`src/rtl/pipe_stage_reg_pkg.sv`:
```
// Shared constants for the inter-stage pipeline registers: stall-vector stage indices,
// default payload widths per stage boundary and the NOP bubble encoding.
// No logic and no latency; these are constants only.
package pipe_stage_reg_pkg;

    localparam int STG_PC  = 0;
    localparam int STG_IF  = 1;
    localparam int STG_ID  = 2;
    localparam int STG_EX  = 3;
    localparam int STG_MEM = 4;
    localparam int STG_WB  = 5;

    localparam int STALL_W_DEF = 6;

    localparam int IF_ID_DATA_W  = 64;
    localparam int ID_EX_DATA_W  = 128;
    localparam int EX_MEM_DATA_W = 112;
    localparam int MEM_WB_DATA_W = 72;

    localparam logic [7:0] ALUOP_NOP  = 8'h00;
    localparam logic [2:0] ALUSEL_NOP = 3'b000;

    typedef struct packed {
        logic [7:0] aluop;
        logic [2:0] alusel;
    } alu_ctl_t;

    localparam alu_ctl_t NOP_CTL = '{aluop: ALUOP_NOP, alusel: ALUSEL_NOP};

    // The NOP control bundle sits in the low bits of the payload; everything above is zero.
    localparam logic [ID_EX_DATA_W-1:0] BUBBLE_VAL_DEF = ID_EX_DATA_W'(NOP_CTL);

endpackage

```
`src/rtl/pipe_sat_counter.sv`:
```
// Saturating up-counter with synchronous clear; sticks at all-ones and never wraps.
// Latency: the count updates on the edge after inc is sampled.
// No backpressure; clear has priority over increment.
module pipe_sat_counter #(
    parameter int CNT_W = 16
) (
    input  logic             core_clk,
    input  logic             arst_n,
    input  logic             clr,
    input  logic             inc,
    output logic [CNT_W-1:0] cnt
);

    always_ff @(posedge core_clk or negedge arst_n) begin
        if (!arst_n) begin
            cnt <= '0;
        end else if (clr) begin
            cnt <= '0;
        end else if (inc && (cnt != {CNT_W{1'b1}})) begin
            cnt <= cnt + CNT_W'(1);
        end
    end

endmodule

```
`src/rtl/pipe_stage_reg.sv`:
```
// Inter-stage pipeline register with per-lane valid, delay-slot tracking and stall/flush rules;
// optional perf counters under PIPE_STAGE_PERF_EN. Latency: one cycle input to output.
// Backpressure via global stall vector: flush > bubble (up only) > hold (up and dn) > load.
module pipe_stage_reg
    import pipe_stage_reg_pkg::*;
#(
    parameter int                DATA_W     = ID_EX_DATA_W,
    parameter int                LANES      = 1,
    parameter int                STALL_W    = STALL_W_DEF,
    parameter int                STAGE_IDX  = STG_ID,
    parameter logic [DATA_W-1:0] BUBBLE_VAL = DATA_W'(BUBBLE_VAL_DEF),
    parameter int                CNT_W      = 16
) (
    input  logic                    clk,
    input  logic                    rst,
    input  logic                    flush,
    input  logic [STALL_W-1:0]      stall,
    input  logic [LANES-1:0]        in_valid,
    input  logic [LANES*DATA_W-1:0] in_data,
    input  logic                    in_ds_next,
    input  logic                    in_is_ds,
    output logic [LANES-1:0]        out_valid,
    output logic [LANES*DATA_W-1:0] out_data,
    output logic                    out_is_ds,
    output logic                    ds_fb_o,
    output logic                    held_o,
    output logic [CNT_W-1:0]        stall_cnt_o,
    output logic [CNT_W-1:0]        bubble_cnt_o
);

    if (STAGE_IDX + 1 >= STALL_W) begin : g_bad_stage_idx
        $error("pipe_stage_reg: STAGE_IDX+1 must be below STALL_W");
    end

    localparam logic [LANES*DATA_W-1:0] BUBBLE_FILL = {LANES{BUBBLE_VAL}};

    logic up;
    logic dn;

    assign up = stall[STAGE_IDX];
    assign dn = stall[STAGE_IDX+1];

    always_ff @(posedge clk or negedge rst) begin
        if (!rst) begin
            out_valid <= '0;
            out_data  <= BUBBLE_FILL;
            out_is_ds <= 1'b0;
            ds_fb_o   <= 1'b0;
            held_o    <= 1'b0;
        end else if (flush) begin
            out_valid <= '0;
            out_data  <= BUBBLE_FILL;
            out_is_ds <= 1'b0;
            ds_fb_o   <= 1'b0;
            held_o    <= 1'b0;
        end else if (up && !dn) begin
            // Bubble: downstream drains a NOP while ID keeps its pending delay-slot feedback.
            out_valid <= '0;
            out_data  <= BUBBLE_FILL;
            out_is_ds <= 1'b0;
            held_o    <= 1'b0;
        end else if (up && dn) begin
            held_o    <= 1'b1;
        end else begin
            out_valid <= in_valid;
            out_data  <= in_data;
            out_is_ds <= in_is_ds;
            ds_fb_o   <= in_ds_next;
            held_o    <= 1'b0;
        end
    end

    // A downstream-only stall would drop the instruction in flight; it is loaded anyway.
    illegal_stall_a: assert property (@(posedge clk) disable iff (!rst) !(dn && !up));

`ifdef PIPE_STAGE_PERF_EN
    logic stall_inc;
    logic bubble_inc;

    assign stall_inc  = up && !flush;
    assign bubble_inc = up && !dn && !flush;

    pipe_sat_counter #(.CNT_W(CNT_W)) u_stall_cnt (
        .core_clk (clk),
        .arst_n   (rst),
        .clr      (flush),
        .inc      (stall_inc),
        .cnt      (stall_cnt_o)
    );

    pipe_sat_counter #(.CNT_W(CNT_W)) u_bubble_cnt (
        .core_clk (clk),
        .arst_n   (rst),
        .clr      (flush),
        .inc      (bubble_inc),
        .cnt      (bubble_cnt_o)
    );
`else
    assign stall_cnt_o  = '0;
    assign bubble_cnt_o = '0;
`endif

endmodule

```
`config.mk`:
```
export PLATFORM = sky130hd
export DESIGN_NAME = pipe_stage_reg
export DESIGN_NICKNAME = d
export VERILOG_FILES = /design/src/rtl/pipe_stage_reg_pkg.sv /design/src/rtl/pipe_sat_counter.sv /design/src/rtl/pipe_stage_reg.sv
export SDC_FILE = /design/constraint.sdc
export NUM_CORES = 1
export LEC_CHECK = 0
export BUFFER_PORTS_ARGS = -buffer_cell sky130_fd_sc_hd__buf_2
export CORE_AREA = 2 2 119 121
export CTS_BUF_LIST = sky130_fd_sc_hd__clkbuf_4
export DETAILED_ROUTE_END_ITERATION = 10
export DIE_AREA = 0 0 121 123
export GPL_ROUTABILITY_DRIVEN = 1
export PLACE_DENSITY = 0.8
export SLEW_MARGIN = 25
export SYNTH_ARGS = -nofsm -noshare
export SYNTH_HDL_FRONTEND = slang
export SYNTH_SLANG_ARGS = --single-unit
```
`constraint.sdc`:
```
create_clock -name clk -period 2.1 [get_ports clk]
set_input_delay 0.315 -clock clk [delete_from_list [all_inputs] [get_ports clk]]
set_output_delay 0.315 -clock clk [all_outputs]
set_load 0.01 [all_outputs]
```
; After elaboration in Yosys (flattened, before gate mapping)
; Index checks and enable logic that the tools add are counted.
[word_totals]
regBits = 132
elab_cells = 27
[op_classes]
n_eq_ne = 3
muxes = 15
reduce_logical = 4
[ops]
columns = op, n
row1 = 128-bit two-way mux, 3
row2 = 1-bit two-way mux, 12
row3 = 2-bit != test (second input constant), 2
row4 = 3-bit != test (second input constant), 1
row5 = 1-bit logical AND, 2
row6 = 2-bit AND reduction, 1
row7 = 1-bit zero test, 1

; Logic depth before layout (Yosys ltp)
; Gate-level depths: netlist of the first run.
[depth]
word_depth = 4
ltp_mapped = 5
ltp_nobuf = 2

; Worst setup path after synthesis of the first run
; OpenSTA, ideal clock, no wires.
[synth_path]
kind = in2reg
from = input stall[3]
to = register out_data[126]
stages = 3
path_buffers = 1
path_slack_ns = 1.094
required_time_ns = 1.979
arrival_ns = 0.884
setup_time_ns = 0.121
path_cell_list = buf_4 > and2_1 > a32o_1
[synth_via]
elab_chain_len = 4
[synth_lines]
columns = element, line_no
row1 = start: declaration, pipe_stage_reg.sv:17  ; input logic [STALL_W-1:0] stall,
row2 = 1-bit zero test, pipe_stage_reg.sv:56  ; end else if (up && !dn) begin
row3 = 1-bit logical AND, pipe_stage_reg.sv:56
row4 = 128-bit two-way mux, pipe_stage_reg.sv:56
row5 = 128-bit two-way mux, pipe_stage_reg.sv:50  ; end else if (flush) begin
row6 = end signal: assignment, pipe_stage_reg.sv:66  ; out_data <= in_data;
row7 = end: declaration, pipe_stage_reg.sv:23  ; output logic [LANES*DATA_W-1:0] out_data,
; Several ways; a longest one is shown, not always the timed one.
; A chain may end at the register's enable or synchronous reset.

; Worst setup path in the final report of the first run
[layout_path]
from = register out_data[21]
to = output out_data[21]
; No word-level cell between the ends.

==> results of run 1 <==
final timing paths:
check                           slack, ns                  endpoint  depth (start not counted)                startpoint
max in group asynchronous            1.35  out_data[23]$_DFFE_PN0P_                          3                       rst
worst min register to register       0.55  out_data[71]$_DFFE_PN0P_                          2  out_data[71]$_DFFE_PN0P_
worst max-delay path                 0.64              out_data[21]                          1  out_data[21]$_DFFE_PN0P_
min in group asynchronous            0.17  out_data[70]$_DFFE_PN0P_                          2                       rst
worst min-delay path                 0.09  out_data[28]$_DFFE_PN0P_                          3               in_data[28]
worst max register to register       1.28  out_data[18]$_DFFE_PN0P_                          2  out_data[18]$_DFFE_PN0P_
logic make-up after synthesis:
kind of cell | share of synthesized area [%]
simple gates | 24.6
mux | 0.165
other cells | 0.0619
flops | 54.5
buf+inv | 8.98
compound gates | 11.7
layer usage:
| metal | wire length (µm) | up-vias | global-route usage (%) | share of wire (%) |
|---|---|---|---|---|
| met3 | 1780 | 48 | 7.52 | 9.3 |
| met5 | 0 | - | 0 | 0 |
| met2 | 9390 | 335 | 41.4 | 49 |
| met1 | 7360 | 2862 | 31.1 | 38 |
| met4 | 618 | 0 | 12.1 | 3.2 |
| li1 | - | 2736 | - | - |
metrics by stage:
step / instances / utilization, %
4_1_cts: 1173 / 66.9
3_3_place_gp: 1012 / 54.5
6_report: 1174 / 66.9
3_5_place_dp: 1012 / 54.5
2_1_floorplan: 640 / -
5_1_grt: 1174 / 66.9
flip-flops by register name (all words and copies together), names as in the netlist:
name       count
held_o         1
out_data     128
ds_fb_o        1
out_valid      1
out_is_ds      1
cells in the final DEF (no fill, tap or decap), drive strengths merged, types with 2 or more instances in the layout:
cell type,instances
dlygate4sd3,129
buf,280
and2,2
a21oi,126
nor2,2
nand3,126
conb,32
a32o,4
clkinv,6
nand2b,126
clkbuf,18
bufinv,7
dfrtp,132
power by group through the flow:
| stage | logic [mW] | registers (mW) | clock network, mW |
|---|---|---|---|
| after floorplan | 0.386 | 2.82 | 0 |
| after global placement | 0.777 | 2.76 | 0 |
| after detailed placement | 0.785 | 2.76 | 0 |
| after CTS | 0.973 | 2.72 | 2.33 |
| after global routing | 1.08 | 2.73 | 2.46 |
| final | 0.997 | 2.72 | 2.27 |
cell type report:
type                            instances  area [µm²]
Antenna cell                            1        2.50
Clock buffer                           18         135
Clock inverter                         14         258
Fill cell                            1013        4500
Inverter                                1        3.75
Multi-Input combinational cell        419        2330
Sequential cell                       132        3300
Tap cell                              180         225
Timing Repair Buffer                  409        2860
==> qor.csv, run 1 <==
stage,metric,value,unit
power_and_ir_drop,leakage power,4.49,nW
grt,vias in the first global route,5762,
sta,fin crit period,1.46,ns
floorplanning,# IOs,304,
floorplanning,Die W,121,µm
sta,Worst Skew,0,ns
detailed_routing,starting DRC count in detailed routing,384,
logic_synthesis,Synth area leader,dfrtp_1,
grt,initial antenna violation count,1,
clock_network,clock sink count,132,
worst_setup_path,worst-path maximum fanout,2,
sta,# setup viols final,0,
worst_setup_path,WP buf/inv,1,
clock_network,CTS max path bufs,2,
power_and_ir_drop,Logic pwr share,16.6,%
logic_synthesis,"count leader, synth",dfrtp_1,
worst_setup_path,worst-path cell chain,buf_2,
clock_network,CTS H-tree depth,4,
clock_network,cts bufs inserted,17,
logic_synthesis,mapped cell area,6060,µm²
hold_path,min-delay worst type,in -> reg,
final_layout,Layout area overhead,50.4,%
clock_network,Worst-Skew Late Latency,0.53,ns
power_and_ir_drop,Sw Pwr,1.54,mW
clock_network,root buffer cell,clkbuf_4,
worst_setup_path,critical path's slowest cell,dfrtp_1,
logic_synthesis,Synth top area share,54.5,%
floorplanning,Die H,123,µm
grt,largest net degree at the start of global routing,67,
run_status,outcome,"finished, final reports clean",
clock_network,setup repair bufs after CTS,0,
grt,first-pass GRT wire length,29.3,mm
sta,period utilization,69.4,%
sta,fmax,0.686,GHz
worst_setup_path,CP max stage delay,0.45,ns
clock_network,Hold Buf Count CTS,129,
floorplanning,# rows,43,
final_layout,share of cells above drive strength 1,33.3,%
run,MaxCap Viol Count,0,
power_and_ir_drop,Clock power frac,37.9,%
detailed_routing,TritonRoute pass-1 iters,5,
floorplanning,Die ar.,14900,µm²
detailed_routing,DRC errors left,0,
sta,setup ws final,0.643,ns
placement,worst slack at placement,0.696,ns
clock_network,Worst-path clk slew,0.12,ns
worst_setup_path,Critical Path AT,1.14,ns
final_layout,Nets,1120,
detailed_routing,DR WL/cell,16.3,µm
detailed_routing,vias,5981,
sta,Final Hold Slack,0.0864,ns
logic_synthesis,Synth Flop Type,dfrtp_1,
grt,Global Route Usage Sum,25.4,%
power_and_ir_drop,sequential share of power,45.5,%
sta,Setup TNS Final,0,ns
logic_synthesis,async set-reset flop share out of synthesis,100,%
worst_setup_path,crit path kind,reg -> out,
logic_synthesis,Post-Synthesis Cells,609,
worst_setup_path,startpoint types,flip-flop,
worst_setup_path,CP top delay family,flip-flops,
logic_synthesis,Synth Register Bits,132,
floorplanning,area of the core,13600,µm²
power_and_ir_drop,Switching Share,25.7,%
clock_network,CTS resizes,0,
detailed_routing,routed vias/inst,5.09,
grt,total gr overflow,0,
logic_synthesis,number of flops mapped to enable cells by yosys,0,
sta,RSZ-0062 raised after global routing,false,
clock_network,CTS tree,built,
placement,post-DP HPWL,10.5,mm
placement,area post-placement,7420,µm²
power_and_ir_drop,PD cells,658,nW/µm²
placement,number of port buffers,267,
sta,Final Hold Fails,0,
detailed_routing,Detailed Route WL,19.1,mm
sta,"Slew Viols, Final",0,
power_and_ir_drop,worst vdd rail ir drop,462,µV
worst_setup_path,WP data required,1.78,ns
placement,RePlAce Congestion,0.763,
logic_synthesis,Synth Warn #,0,
logic_synthesis,syn_area_per_cell,9.95,µm²
detailed_routing,DRT antenna net count,0,
logic_synthesis,Synth top cells by count,"dfrtp_1, nand2b_1, a21oi_1, nand3_1, buf_4",
logic_synthesis,library cells used by synthesis,18,
power_and_ir_drop,Int Power,4.45,mW
power_and_ir_drop,final total power,5.99,mW
final_layout,"Design Area, Final",9110,µm²
logic_synthesis,post-synthesis sequential area ratio,54.5,%
worst_setup_path,Worst Setup End Kind,output pin,
floorplanning,initial core utilization,44.5,%
logic_synthesis,Synth area leaders,"dfrtp_1, nand2b_1, a21oi_1, nand3_1, buf_4",
(Power assumes the default switching activity.)
==> inputs of run 2 (changes only) <==
Settings changed: CORE_AREA 2 2 119 121 to default, CORE_UTILIZATION from default to 43, DIE_AREA 0 0 121 123 to default, PLACE_DENSITY 0.8 to 0.81.
Clock period 2.1 ns to 1.23 ns, I/O delays scaled along.
==> run 2 against run 1 <==
The run now ends with negative setup slack left. Setup slack worse by 0.73 ns. Flip-flop and latch count stayed put. Via count is 10% higher. Hold slack worse by 0.077 ns. Combinational power is 110% higher. Final cell count is 8.3% higher. Utilization is 6.5 points higher. Die area is 2.1% lower. Register-to-register slack worse by 1.3 ns.
==> qor.csv, run 2 (synthesis gave the netlist of run 1 again) <==
stage,metric,value,unit,change
worst_setup_path,RR Endpoint,out_data[57]$_DFFE_PN0P_,,was out_data[18]$_DFFE_PN0P_
hold_path,min-delay worst type,in -> reg,,unchanged
run_status,violated checks,negative setup slack,,
final_layout,max reg flops,128,,unchanged
power_and_ir_drop,Int Power,7.02,mW,was 4.45 mW
final_layout,Layout area overhead,67.7,%,was 50.4%
power_and_ir_drop,Clock power frac,31.2,%,was 37.9%
worst_setup_path,reg2reg setup slack,0.02,ns,was 1.28 ns
worst_setup_path,WP depth,1,,unchanged
worst_setup_path,crit path from,out_data[17]$_DFFE_PN0P_,,was out_data[21]$_DFFE_PN0P_
worst_setup_path,critical path's slowest cell,dfrtp_1,,unchanged
sta,RSZ-0062 raised after global routing,true,,was false
detailed_routing,starting DRC count in detailed routing,411,,was 384
floorplanning,Die H,121,µm,was 123 µm
run,MaxCap Viol Count,0,,unchanged
sta,fin crit period,1.32,ns,
power_and_ir_drop,final total power,9.83,mW,was 5.99 mW
floorplanning,# rows,43,,unchanged
grt,first-pass GRT wire length,31.3,mm,was 29.3 mm
placement,post-DP HPWL,10.6,mm,was 10.5 mm
clock_network,Worst-path clk slew,0.13,ns,was 0.12 ns
detailed_routing,Max Used Layer,met4,,unchanged
final_layout,antenna cells,0,,was 1
grt,total gr overflow,0,,unchanged
floorplanning,initial core utilization,43.8,%,was 44.5%
worst_setup_path,CP top delay family,flip-flops,,unchanged
clock_network,clock sink count,132,,unchanged
detailed_routing,DRT antenna net count,0,,unchanged
grt,Global Route Usage Sum,27.7,%,was 25.4%
power_and_ir_drop,worst vdd rail ir drop,845,µV,was 462 µV
sta,period utilization,107,%,
final_layout,share of cells above drive strength 1,38.7,%,was 33.3%
detailed_routing,DR WL/cell,17.9,µm,was 16.3 µm
placement,worst slack at placement,0.0977,ns,was 0.696 ns
worst_setup_path,Worst Setup End Kind,output pin,,unchanged
worst_setup_path,Crit Reg-Reg Startpoint,out_data[57]$_DFFE_PN0P_,,was out_data[18]$_DFFE_PN0P_
worst_setup_path,crit path kind,reg -> out,,unchanged
detailed_routing,met3 routed WL,2.07,mm,was 1.78 mm
worst_setup_path,worst-path maximum fanout,2,,unchanged
clock_network,Worst-Skew Late Latency,0.52,ns,was 0.53 ns
grt,largest net degree at the start of global routing,64,,was 67
sta,# setup viols final,120,,was 0
worst_setup_path,startpoint types,flip-flop,,unchanged
final_layout,"commonest non-fill, non-tap cell in the layout",buf_2,,unchanged
worst_setup_path,Setup crit end,out_data[17],,was out_data[21]
power_and_ir_drop,sequential share of power,47.5,%,was 45.5%
grt,initial antenna violation count,0,,was 1
worst_setup_path,CP max stage delay,0.45,ns,about the same
final_layout,Reg with most FFs,out_data,,unchanged
placement,number of port buffers,267,,unchanged
worst_setup_path,reg2reg path depth,3,,was 2
clock_network,CTS tree,built,,unchanged
worst_setup_path,WP buf/inv,1,,unchanged
clock_network,root buffer cell,clkbuf_4,,unchanged
power_and_ir_drop,Logic pwr share,21.3,%,was 16.6%
clock_network,CTS max path bufs,2,,unchanged
detailed_routing,vias,6606,,"was 5,981"
final_layout,most frequent cells in the layout,"buf_2, dlygate4sd3_1, dfrtp_1",,"was buf_2, dfrtp_1, dlygate4sd3_1"
detailed_routing,met2 wire length,11.6,mm,was 9.39 mm
final_layout,fill count,852,,"was 1,013"
floorplanning,area of the core,13800,µm²,"was 13,600 µm²"
sta,fmax,0.757,GHz,
sta,Final Hold Fails,0,,unchanged
placement,RePlAce Congestion,0.801,,was 0.763
detailed_routing,Detailed Route WL,22.7,mm,was 19.1 mm
sta,"Slew Viols, Final",0,,unchanged
final_layout,Nets,1219,,"was 1,120"
grt,vias in the first global route,6337,,"was 5,762"
sta,setup ws final,-0.0906,ns,was 0.643 ns
clock_network,cts bufs inserted,17,,unchanged
power_and_ir_drop,PD cells,967,nW/µm²,was 658 nW/µm²
power_and_ir_drop,leakage power,5.01,nW,was 4.49 nW
worst_setup_path,WP data required,1.05,ns,was 1.78 ns
detailed_routing,DRC errors left,0,,unchanged
sta,Worst Skew,0,ns,unchanged
floorplanning,# IOs,304,,unchanged
detailed_routing,routed vias/inst,5.19,,was 5.09
detailed_routing,TritonRoute pass-1 iters,5,,unchanged
power_and_ir_drop,Switching Share,28.5,%,was 25.7%
power_and_ir_drop,Sw Pwr,2.80,mW,was 1.54 mW
run_status,outcome,"finished, violations left",,"was finished, final reports clean"
worst_setup_path,worst-path cell chain,buf_2,,unchanged
clock_network,CTS H-tree depth,4,,unchanged
detailed_routing,M1 WL,8.20,mm,was 7.36 mm
floorplanning,Die W,121,µm,about the same
worst_setup_path,Critical Path AT,1.14,ns,about the same
floorplanning,Die ar.,14600,µm²,"was 14,900 µm²"
## run 2: changes by cell type in the layout (fill, tap and decap cells not counted), sizes merged
cell / change
buf: +87
bufinv: -4
clkbuf: -1
clkinv: +1
clkinvlp: +2
diode: -1
dlygate4sd3: +12
inv: +2
## run 2: what timing repair did
action,4_1_cts,5_1_grt
buffers inserted,28,49
resized for setup,16,40
pin swaps,0,10
gates cloned,0,0
hold buffers,149,4
hold endpoints to repair,263,3
setup endpoints to repair,132,145
## run 2: worst min-delay path by stage
stage	start	cells after the start	end	slack (ns)
2_1_floorplan	rst	0	ds_fb_o$_DFFE_PN0P_	-0.11
5_1_grt	flush	2	out_data[0]$_DFFE_PN0P_	-0.009
3_5_place_dp	rst	1	out_data[108]$_DFFE_PN0P_	0.13
4_1_cts	stall[2]	3	out_data[108]$_DFFE_PN0P_	0.005
3_3_place_gp	rst	1	out_data[108]$_DFFE_PN0P_	0.13
6_report	flush	2	out_data[121]$_DFFE_PN0P_	0.01
## run 2: power groups by stage
stage | clock (mW) | combinational (mW) | sequential, mW
floorplan | 0 | 0.658 | 4.82
CTS | 3.10 | 1.84 | 4.64
global placement | 0 | 1.36 | 4.71
detailed placement | 0 | 1.38 | 4.72
finish | 3.07 | 2.09 | 4.67
global route | 3.31 | 2.24 | 4.68
## run 2: layout make-up
cell class | instances | area [µm²] | share of cell area [%]
Clock inverter | 15 | 163 | 1.60
Inverter | 1 | 3.75 | 0.0370
Tap cell | 180 | 225 | 2.22
Sequential cell | 132 | 3300 | 32.5
Clock buffer | 17 | 128 | 1.26
Multi-Input combinational cell | 419 | 2360 | 23.3
Timing Repair Buffer | 508 | 3970 | 39.1
## run 2: per-stage QoR
step                      utilization (%)  TNS, ns  hold slack (ns)  instance area (µm²)  cells
after global placement               54.7        0            0.134                 7560   1022
after global routing                 73.5   -12.32         -0.00880                10200   1272
after detailed placement             54.7        0            0.133                 7560   1022
after CTS                            69.8    -8.87          0.00459                 9650   1231
after floorplan                         -        0           -0.111                 6170    640
final                                73.5    -2.79          0.00952                10200   1272
## run 2: layer usage
| layer | up-vias | GRT usage, % |
|---|---|---|
| li1 | 2945 | - |
| met1 | 3191 | 30.8 |
| met2 | 397 | 48.5 |
| met3 | 73 | 8.07 |
| met4 | 0 | 13.6 |
| met5 | - | 0 |
